<file path="src/rtl/periph_bridge_pkg.sv">
// Shared types and constants for the peripheral bridge and its interrupt controller.
package periph_bridge_pkg;

  localparam int unsigned HWINT_W     = 6;
  localparam int unsigned SLOT_STRIDE = 16;

  localparam logic [1:0] IC_PEND = 2'd0;
  localparam logic [1:0] IC_MASK = 2'd1;
  localparam logic [1:0] IC_MODE = 2'd2;
  localparam logic [1:0] IC_RAW  = 2'd3;

  typedef enum logic [1:0] {
    ST_IDLE,
    ST_ACCESS,
    ST_WAIT,
    ST_DONE
  } state_t;

  // Decoded destination of a CPU access
  typedef enum logic [1:0] {
    TGT_EXT,
    TGT_IC,
    TGT_NONE
  } target_t;

endpackage

</file>
<file path="src/rtl/periph_bridge_if.sv">
// CPU-side request bus, peripheral slot bus and interrupt lines of the bridge.
interface periph_bridge_if #(
  parameter int unsigned NSLOT = 6
);
  import periph_bridge_pkg::*;

  logic                  req;
  logic [31:0]           addr;
  logic                  we;
  logic [31:0]           wdata;
  logic [31:0]           rdata;
  logic                  ready;
  logic                  err;
  logic [NSLOT-1:0]      p_sel;
  logic [1:0]            p_addr;
  logic                  p_we;
  logic [31:0]           p_wdata;
  logic [32*NSLOT-1:0]   p_rdata;
  logic [NSLOT-1:0]      irq_in;
  logic [HWINT_W-1:0]    hwint;

  modport master (
    output req, addr, we, wdata, p_rdata, irq_in,
    input  rdata, ready, err, p_sel, p_addr, p_we, p_wdata, hwint
  );

  modport slave (
    input  req, addr, we, wdata, p_rdata, irq_in,
    output rdata, ready, err, p_sel, p_addr, p_we, p_wdata, hwint
  );

endinterface

</file>
<file path="src/rtl/periph_irq_ctrl.sv">
// Interrupt controller: input sync, level/edge pending, mask, W1C and registered hwint.
module periph_irq_ctrl
  import periph_bridge_pkg::*;
#(
  parameter int unsigned NSLOT = 6
) (
  input  logic               clk,
  input  logic               rst_n,
  input  logic [NSLOT-1:0]   irq_in,
  input  logic               sel,
  input  logic [1:0]         offset,
  input  logic               we,
  input  logic [NSLOT-1:0]   wdata,
  output logic [NSLOT-1:0]   rdata_c,
  output logic [HWINT_W-1:0] hwint
);

  logic [NSLOT-1:0]   irq_q, mask_q, mode_q, edge_q;
  logic [NSLOT-1:0]   mask_d, mode_d, edge_d, w1c_c, pend_c;
  logic [HWINT_W-1:0] hwint_d;

  // Edge latches: a new rising edge beats a same-cycle W1C; leaving edge mode discards them
  always_comb begin
    mask_d  = (sel && we && offset == IC_MASK) ? wdata : mask_q;
    mode_d  = (sel && we && offset == IC_MODE) ? wdata : mode_q;
    w1c_c   = (sel && we && offset == IC_PEND) ? wdata : '0;
    edge_d  = ((edge_q & ~w1c_c) | (irq_in & ~irq_q & mode_q)) & mode_d;
    pend_c  = (mode_q & edge_q) | (~mode_q & irq_q);
    hwint_d = HWINT_W'(pend_c & mask_q);
  end

  always_comb begin
    rdata_c = '0;
    case (offset)
      IC_PEND: rdata_c = pend_c;
      IC_MASK: rdata_c = mask_q;
      IC_MODE: rdata_c = mode_q;
      IC_RAW:  rdata_c = irq_q;
      default: rdata_c = '0;
    endcase
  end

  always_ff @(posedge clk or negedge rst_n) begin
    if (!rst_n) begin
      irq_q  <= '0;
      mask_q <= '0;
      mode_q <= '0;
      edge_q <= '0;
      hwint  <= '0;
    end else begin
      irq_q  <= irq_in;
      mask_q <= mask_d;
      mode_q <= mode_d;
      edge_q <= edge_d;
      hwint  <= hwint_d;
    end
  end

endmodule

</file>
<file path="src/rtl/periph_bridge.sv">
// CPU-to-peripheral bridge: address decode, request/ready handshake with wait states,
// unmapped-address error and an embedded interrupt controller slot.
module periph_bridge
  import periph_bridge_pkg::*;
#(
  parameter int unsigned NSLOT     = 6,
  parameter logic [31:0] ADDR_BASE = 32'h0000_7F00,
  parameter int unsigned RD_WAIT   = 0
) (
  input  logic           clk,
  input  logic           rst_n,
  periph_bridge_if.slave bus
);

  localparam int unsigned SLOT_W    = (NSLOT > 1) ? $clog2(NSLOT) : 1;
  localparam int unsigned CNT_W     = 3;
  localparam int unsigned STRIDE_SH = $clog2(SLOT_STRIDE);

  state_t            state_q, state_d;
  target_t           tgt_q, tgt_d, tgt_c;
  logic [SLOT_W-1:0] slot_q, slot_d;
  logic              we_q, we_d;
  logic [CNT_W-1:0]  cnt_q, cnt_d;
  logic [31:0]       rdata_q, rdata_d;
  logic              ready_q, ready_d, err_q, err_d;
  logic [NSLOT-1:0]  p_sel_q, p_sel_d;
  logic              p_we_q, p_we_d;
  logic [1:0]        p_addr_q, p_addr_d;
  logic [31:0]       p_wdata_q, p_wdata_d;
  logic [31:0]       idx_c, slot_rdata_c;
  logic              finish_c, ic_sel_c;
  logic [NSLOT-1:0]  ic_rdata_c;

  // Slot decode; addresses below the base wrap and are caught explicitly
  always_comb begin
    idx_c = (bus.addr - ADDR_BASE) >> STRIDE_SH;
    if (bus.addr < ADDR_BASE)         tgt_c = TGT_NONE;
    else if (idx_c < 32'(NSLOT))      tgt_c = TGT_EXT;
    else if (idx_c == 32'(NSLOT))     tgt_c = TGT_IC;
    else                              tgt_c = TGT_NONE;
  end

  always_comb begin
    slot_rdata_c = '0;
    for (int unsigned i = 0; i < NSLOT; i++) begin
      if (slot_q == SLOT_W'(i)) slot_rdata_c = bus.p_rdata[32*i +: 32];
    end
  end

  assign ic_sel_c = (state_q == ST_ACCESS) && (tgt_q == TGT_IC);

  periph_irq_ctrl #(.NSLOT(NSLOT)) u_irq (
    .clk     (clk),
    .rst_n   (rst_n),
    .irq_in  (bus.irq_in),
    .sel     (ic_sel_c),
    .offset  (p_addr_q),
    .we      (ic_sel_c & we_q),
    .wdata   (p_wdata_q[NSLOT-1:0]),
    .rdata_c (ic_rdata_c),
    .hwint   (bus.hwint)
  );

  always_comb begin
    state_d   = state_q;
    tgt_d     = tgt_q;
    slot_d    = slot_q;
    we_d      = we_q;
    cnt_d     = cnt_q;
    rdata_d   = rdata_q;
    ready_d   = 1'b0;
    err_d     = 1'b0;
    p_sel_d   = p_sel_q;
    p_we_d    = 1'b0;
    p_addr_d  = p_addr_q;
    p_wdata_d = p_wdata_q;
    finish_c  = 1'b0;
    unique case (state_q)
      ST_IDLE: begin
        if (bus.req) begin
          state_d   = ST_ACCESS;
          tgt_d     = tgt_c;
          slot_d    = SLOT_W'(idx_c);
          we_d      = bus.we;
          p_addr_d  = bus.addr[3:2];
          p_wdata_d = bus.wdata;
          p_sel_d   = (tgt_c == TGT_EXT) ? (NSLOT'(1) << SLOT_W'(idx_c)) : '0;
          p_we_d    = bus.we && (tgt_c == TGT_EXT);
        end
      end
      ST_ACCESS: begin
        if (tgt_q == TGT_IC) rdata_d = 32'(ic_rdata_c);
        if (RD_WAIT == 0) begin
          finish_c = 1'b1;
        end else begin
          state_d = ST_WAIT;
          cnt_d   = CNT_W'(RD_WAIT - 1);
        end
      end
      ST_WAIT: begin
        if (cnt_q == '0) finish_c = 1'b1;
        else             cnt_d = cnt_q - CNT_W'(1);
      end
      ST_DONE: state_d = ST_IDLE;
      default: state_d = ST_IDLE;
    endcase
    // Common exit of the last select cycle; IC data was already captured in ACCESS
    if (finish_c) begin
      state_d = ST_DONE;
      p_sel_d = '0;
      ready_d = 1'b1;
      err_d   = (tgt_q == TGT_NONE);
      if (tgt_q == TGT_EXT)       rdata_d = slot_rdata_c;
      else if (tgt_q == TGT_NONE) rdata_d = '0;
    end
  end

  always_ff @(posedge clk or negedge rst_n) begin
    if (!rst_n) begin
      state_q   <= ST_IDLE;
      tgt_q     <= TGT_NONE;
      slot_q    <= '0;
      we_q      <= 1'b0;
      cnt_q     <= '0;
      rdata_q   <= '0;
      ready_q   <= 1'b0;
      err_q     <= 1'b0;
      p_sel_q   <= '0;
      p_we_q    <= 1'b0;
      p_addr_q  <= '0;
      p_wdata_q <= '0;
    end else begin
      state_q   <= state_d;
      tgt_q     <= tgt_d;
      slot_q    <= slot_d;
      we_q      <= we_d;
      cnt_q     <= cnt_d;
      rdata_q   <= rdata_d;
      ready_q   <= ready_d;
      err_q     <= err_d;
      p_sel_q   <= p_sel_d;
      p_we_q    <= p_we_d;
      p_addr_q  <= p_addr_d;
      p_wdata_q <= p_wdata_d;
    end
  end

  assign bus.rdata   = rdata_q;
  assign bus.ready   = ready_q;
  assign bus.err     = err_q;
  assign bus.p_sel   = p_sel_q;
  assign bus.p_we    = p_we_q;
  assign bus.p_addr  = p_addr_q;
  assign bus.p_wdata = p_wdata_q;

endmodule

</file>
<file path="src/flat_wrapper.sv">
// flat-port wrapper written by rule: the top's interface ports become plain ports
module periph_bridge_flat import periph_bridge_pkg::*;
#(
  parameter int unsigned NSLOT     = 6,
  parameter logic [31:0] ADDR_BASE = 32'h0000_7F00,
  parameter int unsigned RD_WAIT   = 0
)
  (clk, rst_n, bus_req, bus_addr, bus_we, bus_wdata, bus_p_rdata, bus_irq_in, bus_rdata, bus_ready, bus_err, bus_p_sel, bus_p_addr, bus_p_we, bus_p_wdata, bus_hwint);
  periph_bridge_if #(.NSLOT(NSLOT)) bus_i ();
  input  logic clk;
  input  logic rst_n;
  input wire logic [$bits(bus_i.req)-1:0] bus_req;
  input wire logic [$bits(bus_i.addr)-1:0] bus_addr;
  input wire logic [$bits(bus_i.we)-1:0] bus_we;
  input wire logic [$bits(bus_i.wdata)-1:0] bus_wdata;
  input wire logic [$bits(bus_i.p_rdata)-1:0] bus_p_rdata;
  input wire logic [$bits(bus_i.irq_in)-1:0] bus_irq_in;
  output wire logic [$bits(bus_i.rdata)-1:0] bus_rdata;
  output wire logic [$bits(bus_i.ready)-1:0] bus_ready;
  output wire logic [$bits(bus_i.err)-1:0] bus_err;
  output wire logic [$bits(bus_i.p_sel)-1:0] bus_p_sel;
  output wire logic [$bits(bus_i.p_addr)-1:0] bus_p_addr;
  output wire logic [$bits(bus_i.p_we)-1:0] bus_p_we;
  output wire logic [$bits(bus_i.p_wdata)-1:0] bus_p_wdata;
  output wire logic [$bits(bus_i.hwint)-1:0] bus_hwint;
  assign bus_i.req = bus_req;
  assign bus_i.addr = bus_addr;
  assign bus_i.we = bus_we;
  assign bus_i.wdata = bus_wdata;
  assign bus_i.p_rdata = bus_p_rdata;
  assign bus_i.irq_in = bus_irq_in;
  assign bus_rdata = bus_i.rdata;
  assign bus_ready = bus_i.ready;
  assign bus_err = bus_i.err;
  assign bus_p_sel = bus_i.p_sel;
  assign bus_p_addr = bus_i.p_addr;
  assign bus_p_we = bus_i.p_we;
  assign bus_p_wdata = bus_i.p_wdata;
  assign bus_hwint = bus_i.hwint;
  periph_bridge #(.NSLOT(NSLOT), .ADDR_BASE(ADDR_BASE), .RD_WAIT(RD_WAIT)) u_core (.clk(clk), .rst_n(rst_n), .bus(bus_i));
endmodule
</file>
<file path="config.mk">
export PLATFORM = sky130hd
export DESIGN_NAME = periph_bridge_flat
export DESIGN_NICKNAME = d
export VERILOG_FILES = /design/src/rtl/periph_bridge_pkg.sv /design/src/rtl/periph_bridge_if.sv /design/src/rtl/periph_irq_ctrl.sv /design/src/rtl/periph_bridge.sv /design/src/flat_wrapper.sv
export SDC_FILE = /design/constraint.sdc
export NUM_CORES = 1
export LEC_CHECK = 0
export ABC_AREA = 1
export CORE_MARGIN = 1
export CORE_UTILIZATION = 35
export DETAILED_ROUTE_END_ITERATION = 8
export PLACE_DENSITY = 0.73
export SETUP_SLACK_MARGIN = 0.1
export SYNTH_ARGS = -nofsm -noshare
export SYNTH_HDL_FRONTEND = slang
export SYNTH_SLANG_ARGS = --single-unit
</file>
<file path="constraint.sdc">
create_clock -name clk -period 4.48 [get_ports clk]
set_clock_uncertainty 0.15 [all_clocks]
set_input_delay 0.672 -clock clk [delete_from_list [all_inputs] [get_ports clk]]
set_output_delay 0.672 -clock clk [all_outputs]
set_load 0.01 [all_outputs]
</file>
Word-level counts from Yosys, hierarchy flattened
Index checks and enable logic that the tools add are counted.

storage, ports and cells
  input port bits = 266
  register bits = 116
  word-level logic and storage cells = 100
  output and inout port bits = 81

cells by class
  reduce and logical (&&, ||, !) cells = 19
  multiplexer cells = 30
  shift-type cells = 1
  order comparisons = 2
  bitwise gates (word level) = 14
  $add $sub $neg = 2
  equality and inequality tests = 15

operators with widths
  operator                                                                         number
  32-bit two-way mux                                                               11
  6-bit AND                                                                        7
  6-bit two-way mux                                                                6
  32-bit by 15-bit less-than comparator with 1-bit output (second input constant)  1
  32-bit by 15-bit subtractor with 32-bit output (second input constant)           1
  28-bit by 3-bit equality test with 1-bit output (second input constant)          1
  28-bit by 3-bit less-than comparator with 1-bit output (second input constant)   1
  6-bit one-hot mux with 4 select lines                                            1
  6-bit inverter                                                                   3
  6-bit bitwise OR                                                                 2
  2-bit equality test (second input constant)                                      5
  2-bit two-way mux                                                                5
  2-bit zero test                                                                  4
  2-bit AND reduction                                                              4
  2-bit by 1-bit equality test with 1-bit output (second input constant)           3
  3-bit by 2-bit equality test with 1-bit output (second input constant)           2
  3-bit equality test (second input constant)                                      2
  1-bit logical AND                                                                6
  3-bit zero test                                                                  2
  1-bit by 3-bit << shifter with 6-bit output (first input constant)               1
  1-bit two-way mux                                                                5
  2-bit one-hot mux with 2 select lines                                            1
  2-bit nonzero test                                                               2
  3-bit by 1-bit equality test with 1-bit output (second input constant)           1
  6 further kinds                                                                  6

Logic depth before layout (Yosys ltp)
Gate-level depths: netlist (run 1).

  word-level depth = 10
  depth in mapped cells = 15
  gate-level depth less buffers = 14

Modules after synthesis
A second synthesis (run 1) with hierarchy kept.

second synthesis, totals
  cell total of the unflattened synthesis = 985
  area, all modules = 6915.4 um2

modules (own cells, without submodules)
  module           cells each  times used  seq. area each (um2)  area each (um2)
  periph_bridge    814         1           2153.3                5497.8
  periph_irq_ctrl  171         1           750.7                 1417.6

Least setup slack after synthesis (run 1)
No wires, ideal clock.

  kind = input -> register
  from = input bus_addr[11]
  to = register u_core.tgt_q[1]
  library setup time = 0.076 ns
  setup slack = 2.484 ns
  path buffers = 1
  stages on the path = 14
  data required time = 4.254 ns
  data arrival time = 1.770 ns
  cells stage by stage = nand2_1 > nor2_2 > nand2_2 > buf_6 > nand2_2 > nand2_2 > nor2_4 > nand2_2 > nor2_2 > nand2_2 > nor2_8 > nand2_2 > nand3_2 > nand2_1

on the way
  longest elaborated chain between the ends = 5
  elaborated cells between the ends (all ways) = 7
  classes of those cells = 1 x add/sub; 2 x order compare; 1 x eq/ne; 3 x mux

RTL lines
  element                                                                                                 line                  source
  start: declaration                                                                                      flat_wrapper.sv:13    input wire logic [$bits(bus_i.addr)-1:0] bus_addr;
  parallel branches: the longest is 4 deep, another holds 32-bit by 15-bit subtractor with 32-bit output  n/a
  2-bit two-way mux *                                                                                     periph_bridge.sv:37   if (bus.addr < ADDR_BASE) tgt_c = TGT_NONE;
  end signal: assignment                                                                                  periph_bridge.sv:134  tgt_q <= tgt_d;
  end: declaration                                                                                        periph_bridge.sv:20   target_t tgt_q, tgt_d, tgt_c;

Every way passes the cells marked *.
A chain may end at the register's enable or synchronous reset.

Final worst setup path (run 1)
  from = register u_core.slot_q[2]
  to = register u_core.rdata_q[9], in the netlist u_core.bus.rdata[9]

on the way
  longest elaborated chain between the ends = 9
  elaborated cells between the ends (all ways) = 14
  classes of those cells = 5 x eq/ne; 8 x mux; 1 x reduce/logical

RTL lines
  element                           line                  source
  start: declaration                periph_bridge.sv:21   logic [SLOT_W-1:0] slot_q, slot_d;
  start signal: assignment          periph_bridge.sv:135  slot_q <= slot_d;
  3-bit zero test                   periph_bridge.sv:46   if (slot_q == SLOT_W'(i)) slot_rdata_c = bus.p_rdata[32*i +: 32];
  32-bit two-way mux (5 in series)  periph_bridge.sv:46
  32-bit two-way mux *              periph_bridge.sv:46
  32-bit two-way mux *              periph_bridge.sv:113  if (tgt_q == TGT_EXT) rdata_d = slot_rdata_c;
  32-bit two-way mux *              periph_bridge.sv:108  if (finish_c) begin
  named net u_core.rdata_d[9]       periph_bridge.sv:24   logic [31:0] rdata_q, rdata_d;
  end signal: assignment            periph_bridge.sv:138  rdata_q <= rdata_d;
  end: declaration                  periph_bridge.sv:24

The timed path passes the listed nets; every way through them passes the cells marked *.

==> flow_summary.json, run 1 <==
{
  "num_vias": 7497,
  "drv_slew": 0,
  "clkTransAtPathRegs_ns": 0.05,
  "hold_class": "in -> async",
  "crit_type": "reg -> reg",
  "fin_crit_sh_pct": 72.2,
  "drive_gt1_share_pct": 6.90,
  "pwr_density_cell_nw_per_um2": 537,
  "synth_top_area_cell": "dfrtp_1",
  "grt.overflow.total": 0,
  "synth_mux_area_share_pct": 0,
  "synthCells": 881,
  "area_delta_synth_final_pct": 64.6,
  "synth-simple-area-share_pct": 30.5,
  "synth_top_area_share_pct": 43.6,
  "hold_viol_final": 0,
  "synth_xor_area_share_pct": 0.133,
  "post_drt_wl_per_cell_um": 18.4,
  "rsz0062_at_grt": "false",
  "cap_violations": 0,
  "layout_commonest_cell": "clkdlybuf4s50_1",
  "dr.first_iter.drc_count": 378,
  "htree_levels": 4,
  "port_buffers": 344,
  "antenna_found_initial": 10,
  "critPathArrivalTime_ns": 3.43,
  "cts-hold-fix-buffers": 0,
  "final_cell_mix": "343 x clkdlybuf4s50_1, 241 x nand2_1, 115 x nand3_1, 115 x dfrtp_1, 63 x inv_1",
  "grt_pass1_vias": 7487,
  "synthesis.nets": 1153,
  "die_w_um": 139,
  "synth_top_family_by_area": "simple AND/OR/NAND/NOR gates",
  "worstSetupStartpointType": "register",
  "final_area_sq_um": 10900,
  "fmax_mhz": 309,
  "numClockSinks": 116,
  "avgSynthCellArea_sq_um": 7.50,
  "cts.repair.resized": 0,
  "gp_congestion": 0.903,
  "drc": 0,
  "ys_warn_count": 0,
  "crit_fanout": 66,
  "fp.dieH_um": 139,
  "ir_drop_mv": 0.384,
  "synth_fa_ha_area_share_pct": 1.14,
  "syn-cell-area_sq_um": 6610,
  "end_kind": "register",
  "cts_buffers": 17,
  "avgViaCountPerCell": 5.15,
  "post_cts_buffers": 0,
  "groute.usage.overall_pct": 27.7,
  "synth_top_cells_by_area": "dfrtp_1 44%, nand2_1 14%, nand3_1 8.7%",
  "synth.yosys.seq_area_share_pct": 44.0,
  "antenna_left": 0,
  "die_area_sq_um": 19400,
  "grt_max_degree": 67,
  "place_area_sq_um": 10200,
  "fin_nets": 1476,
  "worstMarginPinSlew_ns": 1.13,
  "relSlewSlack_pct": 24.8,
  "tritoncts": "done",
  "setup_viol": 0,
  "cts_root_buf": "clkbuf_16",
  "ys_ff_latch": 116,
  "clk_latency_ns": 0.42,
  "grt_pass1_wl_um": 40700,
  "initial_core_util_pct": 36.3,
  "clock_path_buffers": 2,
  "rows": 49,
  "layout_min_cycle_time_ns": 3.23,
  "coreArea_sq_um": 18200,
  "status": "completed",
  "dp_hpwl_um": 19900,
  "wirelength_um": 26800,
  "yosysUniqueCellTypes": 37,
  "firstDrtPassIters": 5,
  "worstPathRequired_ns": 4.68,
  "synth-compound-area-share_pct": 16.4,
  "fin_setup_tns_ns": 0,
  "p_leak_uw": 0.00492,
  "ios": 347
}
[cell families after synthesis]
logic type / Yosys count
simple gates: 451
compound gates: 182
buf+inv: 125
flops: 116
fa+ha+maj: 6
xor+xnor: 1
[worst max-delay path, stage by stage (launching register included)]
cell	delay, ns
dfrtp_1	0.41
inv_2	0.81
nand2_1	0.33
nor2_4	0.79
a21oi_1	0.21
nand3_1	0.19
o211ai_1	0.13
nand2_1	0.12
[cells in the mapped netlist (all sizes together)]
| library cell | n |
|---|---|
| nand4 | 20 |
| o221ai | 4 |
| o211ai | 20 |
| a21oi | 55 |
| a22oi | 11 |
| a221oi | 11 |
| dfstp | 1 |
| nand3 | 119 |
| o21bai | 1 |
| nor2 | 57 |
| o21ai | 72 |
| o22ai | 2 |
| a31o | 5 |
| inv | 76 |
| dfrtp | 115 |
| clkbuf | 25 |
| nand2 | 248 |
| nand3b | 2 |
| ha | 6 |
| buf | 24 |
| nor4 | 1 |
| o2111ai | 1 |
| nor3 | 4 |
| xor2 | 1 |
[where the power goes]
group	internal [uW]	total (uW)	switching (uW)
clock network	1020	1500	484
logic	1140	2750	1600
registers	1370	1590	225
[worst paths after layout]
path	start	end	slack [ns]	depth (start not counted)
setup / recovery	u_core.slot_q[2]	u_core.bus.rdata[9]	1.25	7
hold / removal	rst_n	u_core.bus.rdata[11]	0.07	1
setup reg to reg	u_core.slot_q[2]	u_core.bus.rdata[9]	1.25	7
hold reg to reg	u_core.bus.p_wdata[14]	u_core.bus.p_wdata[14]	0.33	2
max in group asynchronous	rst_n	u_core.u_irq.mode_q[0]	3.16	2
min in group clk	u_core.bus.p_wdata[14]	u_core.bus.p_wdata[14]	0.33	2
[layer usage]
| layer | GRT usage (%) | vias to the layer above | wire (um) |
|---|---|---|---|
| li1 | - | 3628 | - |
| met1 | 31.7 | 3436 | 10400 |
| met2 | 45.0 | 370 | 12500 |
| met3 | 8.91 | 61 | 2640 |
| met4 | 17.0 | 2 | 1290 |
| met5 | 0 | - | 11 |
[registers in the layout, indices dropped and copies added (netlist names), 2 cells and up]
register and flops:
u_core.bus.p_wdata 32, u_core.state_q 2, u_core.tgt_q 2, u_core.bus.rdata 32, u_core.bus.p_sel 6, u_core.u_irq.mask_q 6, u_core.slot_q 3, u_core.u_irq.irq_q 6
u_core.u_irq.mode_q 6, u_core.cnt_q 3, u_core.bus.p_addr 2, u_core.u_irq.edge_q 6, u_core.u_irq.hwint 6
[per-stage QoR]
stage / instances / hold WS, ns / total power (uW) / setup slack (ns) / utilization (%)
floorplan: 881 / 0.226 / 3060 / 2.48 / -
global placement: 1414 / 0.312 / 4310 / 1.37 / 56.0
detailed placement: 1414 / 0.315 / 4340 / 1.33 / 56.0
CTS: 1446 / 0.0769 / 5880 / 1.31 / 59.6
global route: 1454 / 0.111 / 6190 / 1.05 / 59.7
finish: 1455 / 0.0734 / 5840 / 1.25 / 59.7
[final cells by class]
class	count	area (sq um)
antenna	9	22.5
clock buffer	20	457
clock inverter	12	199
fill	1612	7330
inverter	76	285
multi-input combinational	640	3210
sequential	116	2900
tap	229	287
timing repair buffer	353	3510
(Power assumes the default switching activity.)
==> run 2, diff against run 1 <==
Clock period 4.48 ns to 3.4 ns, I/O delays scaled along.
==> run 2 against run 1 <==
Net effect:
- sequential share of layout area hardly changed
- critical path type unchanged
- routed wire length decreased by 0.66%
- first-iteration DRC count grew 5.0%
- largest power group unchanged
- utilization hardly changed
==> flow_summary.json, run 2 (synthesized netlist as in run 1, its figures left out) <==
{
  "setup_ws_ns": 0.804,
  "crit_type": "reg -> reg",
  "cts_buffers": 17,
  "post-route-util_pct": 59.7,
  "grt.busiest_layer": "met2",
  "avgViaCountPerCell": 5.12,
  "final_cell_mix": "343 x clkdlybuf4s50_1, 241 x nand2_1, 115 x nand3_1, 115 x dfrtp_1, 63 x inv_1",
  "p_leak_uw": 0.00493,
  "clkTransAtPathRegs_ns": 0.06,
  "die_w_um": 139,
  "ir_drop_mv": 0.469,
  "multiInputGateArea_sq_um": 3210,
  "rows": 49,
  "post_cts_buffers": 0,
  "fmax_mhz": 385,
  "worstMarginPinSlew_ns": 0.889,
  "grtUsageMet3_pct": 8.02,
  "seq_area_sq_um": 2900,
  "cap_violations": 0,
  "fin_setup_tns_ns": 0,
  "worstPathRequired_ns": 3.59,
  "numClockSinks": 116,
  "tritoncts": "done",
  "gp_congestion": 0.932,
  "reg2reg_depth": 12,
  "port_buffers": 344,
  "area_delta_synth_final_pct": 64.6,
  "htree_levels": 4,
  "grt_max_degree": 99,
  "grt_pass1_wl_um": 40600,
  "layout_commonest_cell": "clkdlybuf4s50_1",
  "r2r_slack_ns": 0.80,
  "worst_hold_path.endpoint": "u_core.bus.p_sel[2]",
  "firstDrtPassIters": 5,
  "hold_path_depth": 2,
  "drv_slew": 0,
  "cts_root_buf": "clkbuf_16",
  "rr_endpoint": "u_core.bus.rdata[22]",
  "dp_slack_ns": 0.787,
  "setup_viol": 0,
  "clk_latency_ns": 0.41,
  "worstSetupStartpointType": "register",
  "status": "completed",
  "fp.dieH_um": 139,
  "use_met2_pct": 47.7,
  "antenna_found_initial": 6,
  "drive_gt1_share_pct": 7.28,
  "fillers": 1640,
  "antenna_left": 0,
  "wirelength_um": 26600,
  "critPathArrivalTime_ns": 2.79,
  "grtUsageMet1_pct": 31.4,
  "relSlewSlack_pct": 40.6,
  "grt_pass1_vias": 7356,
  "grt.overflow.total": 0,
  "fin_hold_ws_ns": 0.329,
  "holdCritStartpoint": "u_core.bus.p_sel[2]",
  "coreArea_sq_um": 18200,
  "dp_hpwl_um": 20100,
  "post_drt_wl_per_cell_um": 18.3,
  "ios": 347,
  "initial_core_util_pct": 36.3,
  "hold_viol_final": 0,
  "crit_fanout": 23,
  "fin_nets": 1482,
  "rsz0062_at_grt": "false",
  "end_kind": "register",
  "die_area_sq_um": 19400,
  "num_vias": 7466,
  "r2r_start": "u_core.cnt_q[0]",
  "clock_path_buffers": 2,
  "hold_class": "reg -> reg",
  "fin_crit_sh_pct": 76.4,
  "pwr_density_cell_nw_per_um2": 699,
  "drc": 0,
  "dr.first_iter.drc_count": 397,
  "layout_min_cycle_time_ns": 2.60,
  "groute.usage.overall_pct": 27.4
}
run 2: cell count changes in the layout (fill, tap and decap cells not counted):
cell,delta
clkinvlp_4,+1
clkinv_2,+1
diode_2,-3
buf_12,+1
buf_4,+4
dlygate4sd3_1,+1
bufinv_16,-2
run 2: worst max path at each step:
stage,slack [ns],endpoint,start,cells past startpoint
after floorplan,1.46,u_core.bus.rdata[29],u_core.cnt_q[0],13
after global placement,0.80,u_core.bus.p_sel[0],bus_req,7
after detailed placement,0.79,u_core.bus.p_sel[4],bus_req,7
after CTS,0.80,u_core.bus.rdata[22],u_core.cnt_q[0],12
after global routing,0.60,u_core.bus.rdata[26],u_core.cnt_q[0],12
final,0.80,u_core.bus.rdata[22],u_core.cnt_q[0],12
run 2: metal layers:
layer  routed length (um)  vias to the layer above  part of all wire (%)
met5                    0                        -                     0
met4                  805                        0                   3.0
met3                 2240                       32                   8.4
met2                13100                      312                    49
met1                10500                     3484                    40
li1                     -                     3638                     -
run 2: final cells by class:
class | instances | area share (%)
Clock inverter | 12 | 1.39
Sequential cell | 116 | 26.7
Inverter | 76 | 2.62
Antenna cell | 6 | 0.138
Tap cell | 229 | 2.63
Clock buffer | 20 | 4.20
Multi-Input combinational cell | 640 | 29.5
Timing Repair Buffer | 359 | 32.8
run 2: critical path: stages (launching register included):
cell      delay (ns)
dfrtp_1         0.36
inv_1           0.09
ha_1            0.15
ha_1            0.16
nand2_1         0.09
a21oi_4         0.21
inv_2           0.08
nor2_2          0.17
inv_2           0.07
nor2_4          0.47
buf_4           0.30
o211ai_1        0.12
nand2_1         0.09
run 2: power breakdown:
group / switching [uW] / total (uW) / internal (uW)
sequential: 296 / 2100 / 1800
clock: 646 / 1840 / 1190
combinational: 2120 / 3670 / 1550
total: 3060 / 7610 / 4550
run 2: repair_timing:
| action | CTS | global route |
|---|---|---|
| hold endpoints to repair | 18 | 0 |
| hold buffers | 1 | 0 |
| gates resized for setup | 0 | 0 |
run 2: through the flow:
stage,power [uW],instance area [sq um],cells
floorplan,4030,6610,881
global placement,5720,10200,1419
detailed placement,5780,10200,1419
CTS,7660,10900,1452
global route,8090,10900,1457
finish,7610,10900,1458
